--- config.mk ---
export PLATFORM = sky130hd
export DESIGN_NAME = pc_gen_flat
export DESIGN_NICKNAME = d
export VERILOG_FILES = /design/src/rtl/pc_gen_if.sv /design/src/rtl/pc_gen.sv /design/src/flat_wrapper.sv
export SDC_FILE = /design/constraint.sdc
export NUM_CORES = 1
export LEC_CHECK = 0
export ABC_CLOCK_PERIOD_IN_PS = 4610
export BUFFER_PORTS_ARGS = -buffer_cell sky130_fd_sc_hd__buf_4
export CORE_MARGIN = 2
export CORE_UTILIZATION = 56
export DETAILED_ROUTE_END_ITERATION = 16
export GPL_ROUTABILITY_DRIVEN = 0
export GPL_TIMING_DRIVEN = 0
export PLACE_DENSITY = 0.8
export SLEW_MARGIN = 10
export SYNTH_ARGS = -nofsm -noshare
export SYNTH_HDL_FRONTEND = slang
export SYNTH_SLANG_ARGS = --single-unit
export TNS_END_PERCENT = 30
--- constraint.sdc ---
create_clock -name clk -period 4.61 [get_ports clk]
set_input_delay 0.2305 -clock clk [delete_from_list [all_inputs] [get_ports clk]]
set_output_delay 0.2305 -clock clk [all_outputs]
set_load 0.01 [all_outputs]
--- src/rtl/pc_gen_if.sv ---
// pc_gen_if: fetch request bus between the PC generator and instruction memory
interface pc_gen_if #(parameter int XLEN = 32);
  logic fetch_valid;
  logic fetch_ready;
  logic [XLEN-1:0] pc;
  logic [XLEN-1:0] pc_plus;
  modport master(output fetch_valid, pc, pc_plus, input fetch_ready);
  modport slave(input fetch_valid, pc, pc_plus, output fetch_ready);
endinterface

--- src/rtl/pc_gen.sv ---
// pc_gen: fetch PC register with trap/redirect/RAS/sequential next-PC selection
module pc_gen #(
  parameter int XLEN = 32,
  parameter logic [XLEN-1:0] RESET_VECTOR = '0,
  parameter int INCR = 1,
  parameter int RAS_DEPTH = 4
) (
  input  logic            clk,
  input  logic            rst,
  pc_gen_if.master        f,
  input  logic            stall,
  input  logic            redirect_valid,
  input  logic [XLEN-1:0] redirect_target,
  input  logic            trap_valid,
  input  logic [XLEN-1:0] trap_target,
  input  logic            ras_push,
  input  logic            ras_pop,
  output logic            ras_empty,
  output logic            misaligned_fault
);
  localparam int PW = $clog2(RAS_DEPTH);
  localparam int CW = $clog2(RAS_DEPTH + 1);
  typedef enum logic [1:0] {BOOT, RUN, FAULT} state_t;
  state_t state;
  logic [XLEN-1:0] pc_r;
  logic [XLEN-1:0] ras [RAS_DEPTH];
  logic [PW-1:0] top, top_inc, top_dec;
  logic [CW-1:0] cnt;
  logic accept, pop_hit, mis;
  assign f.pc = pc_r;
  assign f.pc_plus = pc_r + XLEN'(INCR);
  assign f.fetch_valid = state == RUN;
  assign misaligned_fault = state == FAULT;
  assign ras_empty = cnt == '0;
  assign accept = state == RUN && f.fetch_ready && !stall;
  assign pop_hit = ras_pop && !ras_empty;
  assign mis = INCR == 4 && redirect_target[1:0] != 2'b00;
  // circular stack: top always indexes the newest entry, oldest is overwritten when full
  assign top_inc = top == PW'(RAS_DEPTH - 1) ? '0 : top + 1'b1;
  assign top_dec = top == '0 ? PW'(RAS_DEPTH - 1) : top - 1'b1;
  always_ff @(posedge clk) begin
    if (!rst) begin
      state <= BOOT;
      pc_r <= RESET_VECTOR;
      cnt <= '0;
      top <= '0;
    end else begin
      case (state)
        BOOT: state <= RUN;
        RUN: begin
          if (trap_valid) begin
            pc_r <= trap_target;
            cnt <= '0;
          end else if (redirect_valid) begin
            pc_r <= redirect_target;
            if (mis) state <= FAULT;
          end else if (accept) begin
            pc_r <= pop_hit ? ras[top] : f.pc_plus;
            if (ras_push && pop_hit) begin
              ras[top] <= f.pc_plus;
            end else if (ras_push) begin
              ras[top_inc] <= f.pc_plus;
              top <= top_inc;
              cnt <= cnt == CW'(RAS_DEPTH) ? cnt : cnt + 1'b1;
            end else if (pop_hit) begin
              top <= top_dec;
              cnt <= cnt - 1'b1;
            end
          end
        end
        FAULT: begin
          if (trap_valid) begin
            state <= RUN;
            pc_r <= trap_target;
            cnt <= '0;
          end
        end
        default: state <= BOOT;
      endcase
    end
  end
endmodule

--- src/flat_wrapper.sv ---
// flat-port wrapper written by rule: the top's interface ports become plain ports
module pc_gen_flat 
#(
  parameter int XLEN = 32,
  parameter logic [XLEN-1:0] RESET_VECTOR = '0,
  parameter int INCR = 1,
  parameter int RAS_DEPTH = 4
)
  (clk, rst, stall, redirect_valid, redirect_target, trap_valid, trap_target, ras_push, ras_pop, ras_empty, misaligned_fault, f_fetch_valid, f_pc, f_pc_plus, f_fetch_ready);
  pc_gen_if #(.XLEN(XLEN)) f_i ();
  input  logic clk;
  input  logic rst;
  input  logic stall;
  input  logic redirect_valid;
  input  logic [XLEN-1:0] redirect_target;
  input  logic trap_valid;
  input  logic [XLEN-1:0] trap_target;
  input  logic ras_push;
  input  logic ras_pop;
  output logic ras_empty;
  output logic misaligned_fault;
  output wire logic [$bits(f_i.fetch_valid)-1:0] f_fetch_valid;
  output wire logic [$bits(f_i.pc)-1:0] f_pc;
  output wire logic [$bits(f_i.pc_plus)-1:0] f_pc_plus;
  input wire logic [$bits(f_i.fetch_ready)-1:0] f_fetch_ready;
  assign f_fetch_valid = f_i.fetch_valid;
  assign f_pc = f_i.pc;
  assign f_pc_plus = f_i.pc_plus;
  assign f_i.fetch_ready = f_fetch_ready;
  pc_gen #(.XLEN(XLEN), .RESET_VECTOR(RESET_VECTOR), .INCR(INCR), .RAS_DEPTH(RAS_DEPTH)) u_core (.clk(clk), .rst(rst), .f(f_i), .stall(stall), .redirect_valid(redirect_valid), .redirect_target(redirect_target), .trap_valid(trap_valid), .trap_target(trap_target), .ras_push(ras_push), .ras_pop(ras_pop), .ras_empty(ras_empty), .misaligned_fault(misaligned_fault));
endmodule
==> metrics.cfg, run 1 <==
[logic_synthesis]
synth_edf_count=128
ys_warn_count=0
synth_nets=669
ys_top_cells_by_count=edfxtp_1 (128), dfxtp_1 (40), mux4_2 (32), nor2_1 (32)
ys_seq_area_share_pct=58.87
synthFlopType=edfxtp_1
synthArstFlopShare_pct=0
synth_cell_types=66
synthCells=593
ys_top_cells_by_area=edfxtp_1 (49%), dfxtp_1 (10%), mux4_2 (9.1%), xnor2_1 (2.7%), a21oi_1 (1.7%)
syn_area_mm2=0.007889
netlist.area_leader.share_pct=48.72
ys_ff_latch=168
synth.most_common_cell=edfxtp_1
synth.largest_area_cell=edfxtp_1
syn-mean-instance-area_um2=13.30

[min_path]
hp-start=rst
hold_depth=2
whs_endpoint=u_core.state[0]
hp-class=primary input to flip-flop

[final_layout]
final_layout_size_suffix_gt1_share_pct=31.07
fillers=909
areaGrowthSynthToFinish_pct=25.65
final_cells=946
design_area_mm2=0.009912
num-nets-final=829
seq_area_mm2=0.004644
multiInputGateArea_mm2=0.003029
fin_util_pct=71.69
diodes=0

[timing]
rsz0062_at_grt=false
fin_crit_sh_pct=74.28
tns_ns=0
finalSetupViolCount=0
finalHoldViolations=0
tightest_slew_ns=1.056
max_slew_margin_pct=28.93
period_minus_slack_ns=3.424
skew_ns=0.008445
fmax_ghz=0.2920
slew_viol_final=0

[clock_tree]
h-tree-depth=4
cts_sinks=168
clock_path_buffers=2
root_buffer=clkbuf_16
clk_latency_ns=0.43
hold_buffers=0
numCtsBuffers=17
post_cts_resize_count=0
postCtsSetupBuffers=0
clkTransAtPathRegs_ns=0.07
tritoncts=done

[floorplan]
core_mm2=0.01383
die_x_um=122.7
row_count=43
die_h_um=122.7
io_pins=139
dieArea_mm2=0.01505
start_util_pct=57.05

[power_and_ir_drop]
power_density_mw_per_mm2=364.1
vdd_drop_max_v=0.0002317
p_leak_nw=3.566
total_power_mw=3.609

[worst_setup_path]
crit_path_end_kind=output port
cpPeakStageDelay_ns=0.97
criticalPathCategory=flip-flop to output port
cp-start-kind=flip-flop
cp_slowest_cell=nor4_1
cp_cell_sequence=nand4_1 > nor4_1 > nand3_1 > xnor2_1 > buf_4
arrival_ns=3.19
required_ns=4.38
rr_startpoint=u_core.cnt[0]
reg2reg_slack_ns=1.76
critPathMaxFanout=9
rr_endpoint=u_core.ras[2][4]
r2r_cells=6

[grt]
antenna_found_initial=0
grt_usage_pct=32.03
grt_pass1_wl_um=34790
grt_overflow=0
grt_pass1_vias=6205
grt_start_max_net_pins=19

[routing]
drc=0
antenna_left=0
viasPerCell=6.773
wl_per_cell_um=24.73
routed_wirelength_um=23390
drtIter0Drc=935
dr_total_vias=6407
dr.pass1.iters=6

[status]
status=completed

[placed_design]
placed_area_mm2=0.009286
port_buffers=137
placedCellCount=914
place_hpwl_um=16080

[flow_run]
cap_violations=0

==> final cells by class <==
type                    count  area share [%]
flip-flops and latches    168           46.86
plain buffers              40           1.679
multi-input cells         363           30.56
clock buffers              18           4.330
well taps                 180           2.272
repair buffers            141           11.49
inverters                  22          0.8331
clock inverters            14           1.982
==> flip-flops by register name, summed over array words and instances (netlist names), named ones only <==
register / cells
u_core.ras: 128
u_core.f.pc: 32
u_core.cnt: 3
u_core.top: 2
u_core.state: 1
==> per-stage QoR <==
step	setup WS, ns	hold WS (ns)
3_5_place_dp	1.780	0.4777
4_1_cts	1.248	0.03805
6_report	1.186	0.04537
3_3_place_gp	-0.2504	0.4686
2_1_floorplan	1.414	0.3209
5_1_grt	0.8759	0.05531
==> layout by cell type, fill, tap and decap left out, types with 4 or more instances in the layout <==
cell | Yosys | routed
buf_4 | 1 | 138
edfxtp_1 | 128 | 128
dfxtp_1 | 40 | 40
mux4_2 | 32 | 32
nor2_1 | 32 | 29
clkbuf_1 | 27 | 28
o21ai_0 | 27 | 27
nand2_1 | 26 | 26
a21oi_1 | 27 | 26
xnor2_1 | 24 | 24
inv_1 | 22 | 22
nand3_1 | 17 | 17
clkbuf_16 | 0 | 17
a221oi_1 | 15 | 15
nand4_1 | 13 | 13
nor3_1 | 13 | 13
a22o_1 | 13 | 13
a211o_1 | 10 | 10
buf_2 | 9 | 9
a31oi_1 | 8 | 8
xor2_1 | 7 | 7
a221o_1 | 7 | 7
o311a_1 | 6 | 6
a211oi_1 | 6 | 6
nor4_1 | 5 | 5
or3_1 | 5 | 5
o221a_2 | 4 | 4
bufinv_16 | 0 | 4
buf_16 | 0 | 4
==> how the worst max path moves through the flow <==
| stage | startpoint | endpoint | slack, ns | cells after the start |
|---|---|---|---|---|
| finish | u_core.f.pc[15] | f_pc_plus[31] | 1.19 | 5 |
| global route | u_core.f.pc[15] | f_pc_plus[31] | 0.88 | 5 |
| CTS | u_core.f.pc[15] | f_pc_plus[31] | 1.25 | 5 |
| detailed placement | u_core.f.pc[15] | f_pc_plus[28] | 1.78 | 5 |
| global placement | u_core.cnt[0] | u_core.ras[2][4] | -0.25 | 5 |
| floorplan | u_core.cnt[0] | u_core.ras[2][0] | 1.41 | 5 |
==> critical path: cells and delay by family, from the launching register on <==
family	cells	cell delay [ns]
XOR/XNOR	1	0.44
flip-flops	1	0.57
buffers and inverters	1	0.20
AND/OR/NAND/NOR	3	1.56
==> routing by layer <==
layer  part of all wire [%]  GRT usage (%)
met3                     11          7.063
met1                     37          41.71
met4                    4.7          17.67
met2                     48          50.10
met5                      0              0
==> power breakdown <==
group          total, mW  switching [mW]  internal, mW
clock network       1.51           0.602         0.911
registers           1.71          0.0490          1.66
logic              0.384           0.210         0.174
total               3.61           0.861          2.75
==> logic make-up (layout without fill, tap and decap cells) <==
kind of cell	Yosys count	after routing	synth area share [%]
fa+ha+maj	4	4	0.7296
simple gates	141	141	10.12
buf+inv	62	235	3.156
mux	35	35	9.548
xor+xnor	31	31	3.442
compound gates	151	151	14.08
flops	168	168	58.87
other cells	1	1	0.04754
No activity file was read; power rests on OpenSTA's default activity.
==> run 2: changes to the inputs <==
--- a/config.mk
+++ b/config.mk
@@ -5,14 +5,14 @@
 export SDC_FILE = /design/constraint.sdc
 export NUM_CORES = 1
 export LEC_CHECK = 0
-export ABC_CLOCK_PERIOD_IN_PS = 4610
+export ABC_CLOCK_PERIOD_IN_PS = 2900
 export BUFFER_PORTS_ARGS = -buffer_cell sky130_fd_sc_hd__buf_4
 export CORE_MARGIN = 2
-export CORE_UTILIZATION = 56
+export CORE_UTILIZATION = 51
 export DETAILED_ROUTE_END_ITERATION = 16
 export GPL_ROUTABILITY_DRIVEN = 0
 export GPL_TIMING_DRIVEN = 0
-export PLACE_DENSITY = 0.8
+export PLACE_DENSITY = 0.77
 export SLEW_MARGIN = 10
 export SYNTH_ARGS = -nofsm -noshare
 export SYNTH_HDL_FRONTEND = slang
==> constraint.sdc (replaced) <==
create_clock -name clk -period 2.9 [get_ports clk]
set_input_delay 0.145 -clock clk [delete_from_list [all_inputs] [get_ports clk]]
set_output_delay 0.145 -clock clk [all_outputs]
set_load 0.01 [all_outputs]
==> run 2 against run 1 <==
Effect of this change: flip-flop and latch count stayed put; cell count is 2.1% higher; worst hold slack worse by 0.0012 ns; wire length is 4.3% higher; sequential share of layout area is 0.70 points lower; cell area is 1.5% higher; clock power is 56% higher; non-clock buffer count is 12 higher; via count is 0.73% higher; total power is 58% higher; critical endpoint is now f_pc_plus[28]; worst setup slack worse by 1.2 ns.
==> metrics.cfg, run 2 (synthesis gave the netlist of run 1 again) <==
[timing]
skew_ns=0.007771  ; -0.0006736 ns
slew_viol_final=0  ; unchanged
max_slew_margin_pct=35.68  ; +6.7 points
finalHoldViolations=0  ; unchanged
fmax_ghz=0.3470
period_minus_slack_ns=2.882
rsz0062_at_grt=true
fin_crit_sh_pct=99.39
finalSetupViolCount=0  ; unchanged
tightest_slew_ns=0.9613  ; -0.09495 ns
worst_slack_ns=0.01775  ; -1.168 ns

[routing]
drc=0  ; unchanged
antenna_left=0  ; unchanged
dr.pass1.iters=7  ; +1
drtIter0Drc=820  ; -12%
dr_total_vias=6454  ; +0.73%
routed_wirelength_um=24410  ; +4.3%
viasPerCell=6.681  ; -1.4%
wl_per_cell_um=25.27  ; +2.2%

[floorplan]
io_pins=139  ; unchanged
die_h_um=128.4  ; +4.6%
start_util_pct=52.09  ; -5.0 points
row_count=45  ; +4.7%
core_mm2=0.01515  ; +9.5%
die_x_um=128.4  ; +4.6%
dieArea_mm2=0.01648  ; +9.5%

[final_layout]
fillers=1055  ; +16%
largest_register_ffs=128  ; unchanged
diodes=0  ; unchanged
design_area_mm2=0.01006  ; +1.5%
largest_register=u_core.ras
multiInputGateArea_mm2=0.003122  ; +3.1%
num-nets-final=841  ; +1.4%
fin_util_pct=66.44  ; -5.3 points
areaGrowthSynthToFinish_pct=27.55
seq_area_mm2=0.004644  ; unchanged
final_layout_size_suffix_gt1_share_pct=33.16  ; +2.1 points
mostFrequentLayoutCell=buf_4
layout_common_cells=buf_4 (149), edfxtp_1 (128), dfxtp_1 (40)

[worst_setup_path]
arrival_ns=2.74  ; -0.45 ns
rr_endpoint=u_core.f.pc[23]
cp_cell_sequence=ha_1 > nand3_2 > nor2_1 > nand3_1 > xnor2_1 > buf_4
cpPeakStageDelay_ns=0.48  ; -0.49 ns
crit_path_end_kind=output port
critPathBufInv=1  ; unchanged
cp_slowest_cell=dfxtp_1
critPathMaxFanout=7  ; -2
rr_startpoint=u_core.cnt[0]
r2r_cells=7  ; +1
cp-start-kind=flip-flop
reg2reg_slack_ns=0.12  ; -1.64 ns
criticalPathCategory=flip-flop to output port
path_delay_family=simple AND/OR/NAND/NOR gates
required_ns=2.76  ; -1.62 ns

[power_and_ir_drop]
vdd_drop_max_v=0.0004810  ; +110%
p_leak_nw=3.674  ; +3.0%
power_density_mw_per_mm2=566.2  ; +55%

[placed_design]
pre_cts_slack_ns=-0.08963  ; -1.870 ns
place_hpwl_um=16750  ; +4.2%
port_buffers=137  ; unchanged
placed_area_mm2=0.009266  ; -0.22%

[grt]
antenna_found_initial=0  ; unchanged
grt_pass1_vias=6384  ; +2.9%
grt_pass1_wl_um=36290  ; +4.3%
grt_usage_pct=30.12  ; -1.9 points
grt_start_max_net_pins=21  ; +2
grt_overflow=0  ; unchanged

[min_path]
hp-start=redirect_target[3]
hp-class=primary input to flip-flop
hold_depth=3  ; +1
whs_endpoint=u_core.f.pc[3]

[clock_tree]
clock_path_buffers=2  ; unchanged
clkTransAtPathRegs_ns=0.06  ; about the same
numCtsBuffers=17  ; unchanged
root_buffer=clkbuf_16
cts_sinks=168  ; unchanged
clk_latency_ns=0.43  ; about the same
tritoncts=done
h-tree-depth=4  ; unchanged

[status]
status=completed

[flow_run]
cap_violations=0  ; unchanged

==> run 2: power by group <==
part | total (mW) | switching (mW) | internal, mW
Clock | 2.35 | 0.915 | 1.43
Sequential | 2.73 | 0.0864 | 2.64
Combinational | 0.617 | 0.336 | 0.281
==> run 2: stage by stage <==
stage / setup TNS, ns / std cells / hold WS, ns / total power [mW]
floorplan: -8.768 / 593 / 0.2354 / 3.040
global placement: -134.12 / 918 / 0.3797 / 3.345
detailed placement: -0.1639 / 922 / 0.3876 / 3.366
CTS: -0.4279 / 958 / 0.02244 / 5.683
global route: -0.1349 / 966 / 0.05412 / 5.840
finish: 0 / 966 / 0.04419 / 5.697
==> run 2: how the worst max path moves through the flow <==
stage	startpoint	end	slack (ns)	cells after the start
after global placement	u_core.cnt[0]	u_core.ras[3][11]	-1.55	6
after floorplan	u_core.cnt[0]	u_core.ras[3][0]	-0.17	6
after detailed placement	u_core.f.pc[15]	f_pc_plus[31]	-0.09	5
after CTS	u_core.f.pc[2]	f_pc_plus[29]	-0.18	6
after global routing	u_core.f.pc[0]	f_pc_plus[28]	-0.12	6
final	u_core.f.pc[0]	f_pc_plus[28]	0.02	6
==> run 2: layout make-up <==
| class | count | share of cell area (%) |
|---|---|---|
| clock buffers | 18 | 4.265 |
| inverters | 22 | 0.8207 |
| clock inverters | 14 | 1.803 |
| plain buffers | 40 | 1.654 |
| well taps | 188 | 2.338 |
| repair buffers | 153 | 11.94 |
| flip-flops and latches | 168 | 46.16 |
| multi-input cells | 363 | 31.02 |
==> run 2: worst reg2reg max path: stages (launching register included) <==
cell and delay (ns):
dfxtp_1 0.31, clkbuf_1 0.25, o31ai_1 0.18, buf_2 0.23, nor2_1 0.75, clkbuf_1 0.54
a21oi_1 0.16, a221oi_1 0.26
==> run 2: repair_timing <==
item                                    CTS  global route
pin swaps                                 2             3
hold endpoints to repair                  1             0
gates resized for setup                   7             7
hold buffers                              1             0
endpoints found under the setup margin   22            19
buffers inserted                          3             8
==> run 2: layer usage <==
metal | GRT usage (%) | vias to the layer above | routed length [um]
met1 | 38.78 | 3164 | 9235
met5 | 0 | - | 0
met4 | 14.35 | 0 | 1077
li1 | - | 2722 | -
met3 | 6.112 | 106 | 2378
met2 | 49.44 | 462 | 11720
==> run 3: changes to the inputs <==
--- a/config.mk
+++ b/config.mk
@@ -13,6 +13,7 @@
 export GPL_ROUTABILITY_DRIVEN = 0
 export GPL_TIMING_DRIVEN = 0
 export PLACE_DENSITY = 0.77
+export SETUP_SLACK_MARGIN = 0.02
 export SLEW_MARGIN = 10
 export SYNTH_ARGS = -nofsm -noshare
 export SYNTH_HDL_FRONTEND = slang
==> run 3 against run 2 <==
Effect of this change: sequential share of layout area is 0.15 points lower; flip-flop and latch count stayed put; worst setup slack gained 0.058 ns; worst hold slack got worse by 0.0049 ns; global-route usage increased by 0.12 points; critical path depth is 1 lower; largest power group unchanged; highest routed layer unchanged.
==> metrics.cfg, run 3 (synthesis gave the netlist of run 1 again) <==
[status]
status=completed

[floorplan]
io_pins=139  ; unchanged
die_x_um=128.4  ; unchanged
start_util_pct=52.09  ; unchanged
core_mm2=0.01515  ; unchanged
dieArea_mm2=0.01648  ; unchanged
row_count=45  ; unchanged
die_h_um=128.4  ; unchanged

[worst_setup_path]
critPathMaxFanout=7  ; unchanged
cp_slowest_cell=or4_4
arrival_ns=2.68  ; -0.06 ns
reg2reg_slack_ns=0.16  ; +0.04 ns
cpPeakStageDelay_ns=0.63  ; +0.15 ns
criticalPathCategory=flip-flop to output port
cp-start-kind=flip-flop
cp_cell_sequence=nand4_4 > or4_4 > nor4b_2 > or2_2 > buf_4
required_ns=2.76  ; about the same
critPathBufInv=1  ; unchanged
crit_path_end_kind=output port
path_delay_family=simple AND/OR/NAND/NOR gates

[placed_design]
pre_cts_slack_ns=-0.08963  ; unchanged
port_buffers=137  ; unchanged
place_hpwl_um=16750  ; unchanged

[clock_tree]
numCtsBuffers=17  ; unchanged
clock_path_buffers=2  ; unchanged
cts_sinks=168  ; unchanged
tritoncts=done
root_buffer=clkbuf_16
h-tree-depth=4  ; unchanged
clk_latency_ns=0.43  ; about the same
clkTransAtPathRegs_ns=0.06  ; about the same

[power_and_ir_drop]
p_leak_nw=3.691  ; +0.47%
vdd_drop_max_v=0.0004857  ; +0.98%
power_density_mw_per_mm2=564.3  ; -0.33%

[final_layout]
areaGrowthSynthToFinish_pct=27.96
diodes=0  ; unchanged
largest_register_ffs=128  ; unchanged
mostFrequentLayoutCell=buf_4
num-nets-final=841  ; unchanged
fillers=1050  ; -0.47%
layout_common_cells=buf_4 (149), edfxtp_1 (128), dfxtp_1 (40)
final_layout_size_suffix_gt1_share_pct=33.80  ; +0.64 points
largest_register=u_core.ras

[timing]
fin_crit_sh_pct=97.40  ; -2.0 points
fmax_ghz=0.3540  ; +2.0%
finalSetupViolCount=0  ; unchanged
skew_ns=0.006928  ; -0.0008432 ns
worst_slack_ns=0.07547  ; +0.05772 ns
slew_viol_final=0  ; unchanged
period_minus_slack_ns=2.825  ; -0.05772 ns
max_slew_margin_pct=44.91  ; +9.2 points
tightest_slew_ns=0.8264  ; -0.1349 ns
rsz0062_at_grt=true
finalHoldViolations=0  ; unchanged
tns_ns=0  ; unchanged

[grt]
grt_overflow=0  ; unchanged
antenna_found_initial=0  ; unchanged
grt_pass1_wl_um=36420  ; +0.34%
grt_start_max_net_pins=21  ; unchanged
grt_usage_pct=30.24  ; +0.12 points
grt_pass1_vias=6387  ; +0.047%

[routing]
dr.pass1.iters=7  ; unchanged
antenna_left=0  ; unchanged
wl_per_cell_um=25.25  ; about the same
drtIter0Drc=876  ; +6.8%
viasPerCell=6.703  ; +0.33%
dr_total_vias=6475  ; +0.33%
routed_wirelength_um=24400  ; about the same
drc=0  ; unchanged

[flow_run]
cap_violations=0  ; unchanged

[min_path]
hp-class=primary input to flip-flop

-- run 3: path summary, 6_finish.rpt --
| check | depth (start not counted) | from | to |
|---|---|---|---|
| max reg2reg | 6 | u_core.cnt[0] | u_core.ras[2][16] |
| min reg2reg | 2 | u_core.f.pc[14] | u_core.f.pc[14] |
| min | 3 | redirect_target[3] | u_core.f.pc[3] |
| max | 5 | u_core.f.pc[12] | f_pc_plus[23] |
-- run 3: per-layer routing --
metal / vias up / GRT usage [%] / routed length, um
met2: 499 / 49.66 / 11770
met3: 106 / 6.112 / 2618
met4: 0 / 14.41 / 1106
li1: 2723 / - / -
met5: - / 0 / 0
met1: 3147 / 38.92 / 8901
-- run 3: area by class of cell --
type	count	area, um2	share of cell area, %
well taps	188	235.2	2.330
flip-flops and latches	168	4644	46.01
multi-input cells	363	3154	31.25
clock buffers	18	429.2	4.251
inverters	22	82.58	0.8180
repair buffers	153	1201	11.90
plain buffers	40	166.4	1.648
clock inverters	14	181.4	1.797
-- run 3: repair_timing --
| action | 4_1_cts | 5_1_grt |
|---|---|---|
| setup buffers | 3 | 8 |
| endpoints found under the setup margin | 22 | 41 |
| pin swaps | 2 | 4 |
| gates resized for setup | 8 | 12 |
| hold buffers | 1 | 0 |
| hold endpoints to repair | 1 | 0 |
-- run 3: worst reg2reg max path, stage by stage (launching register included) --
cell and delay [ns]:
dfxtp_1 0.31, clkbuf_1 0.25, o31a_1 0.37, buf_1 0.44
nand3_1 0.22, a21oi_4 0.55, buf_12 0.28
-- run 3: report_power, final --
group,internal (mW),switching (mW)
clock,1.43,0.912
combinational,0.284,0.336
sequential,2.64,0.0864
total,4.36,1.33
-- run 3: per-stage QoR --
stage	cell area [um2]	hold slack (ns)	util (%)	instances	power, mW
2_1_floorplan	7895	0.2354	-	593	3.040
3_3_place_gp	9159	0.3797	60.47	918	3.345
3_5_place_dp	9266	0.3876	61.18	922	3.366
4_1_cts	9966	0.02244	65.80	958	5.685
5_1_grt	10090	0.05412	66.65	966	5.847
6_report	10090	0.03930	66.65	966	5.696
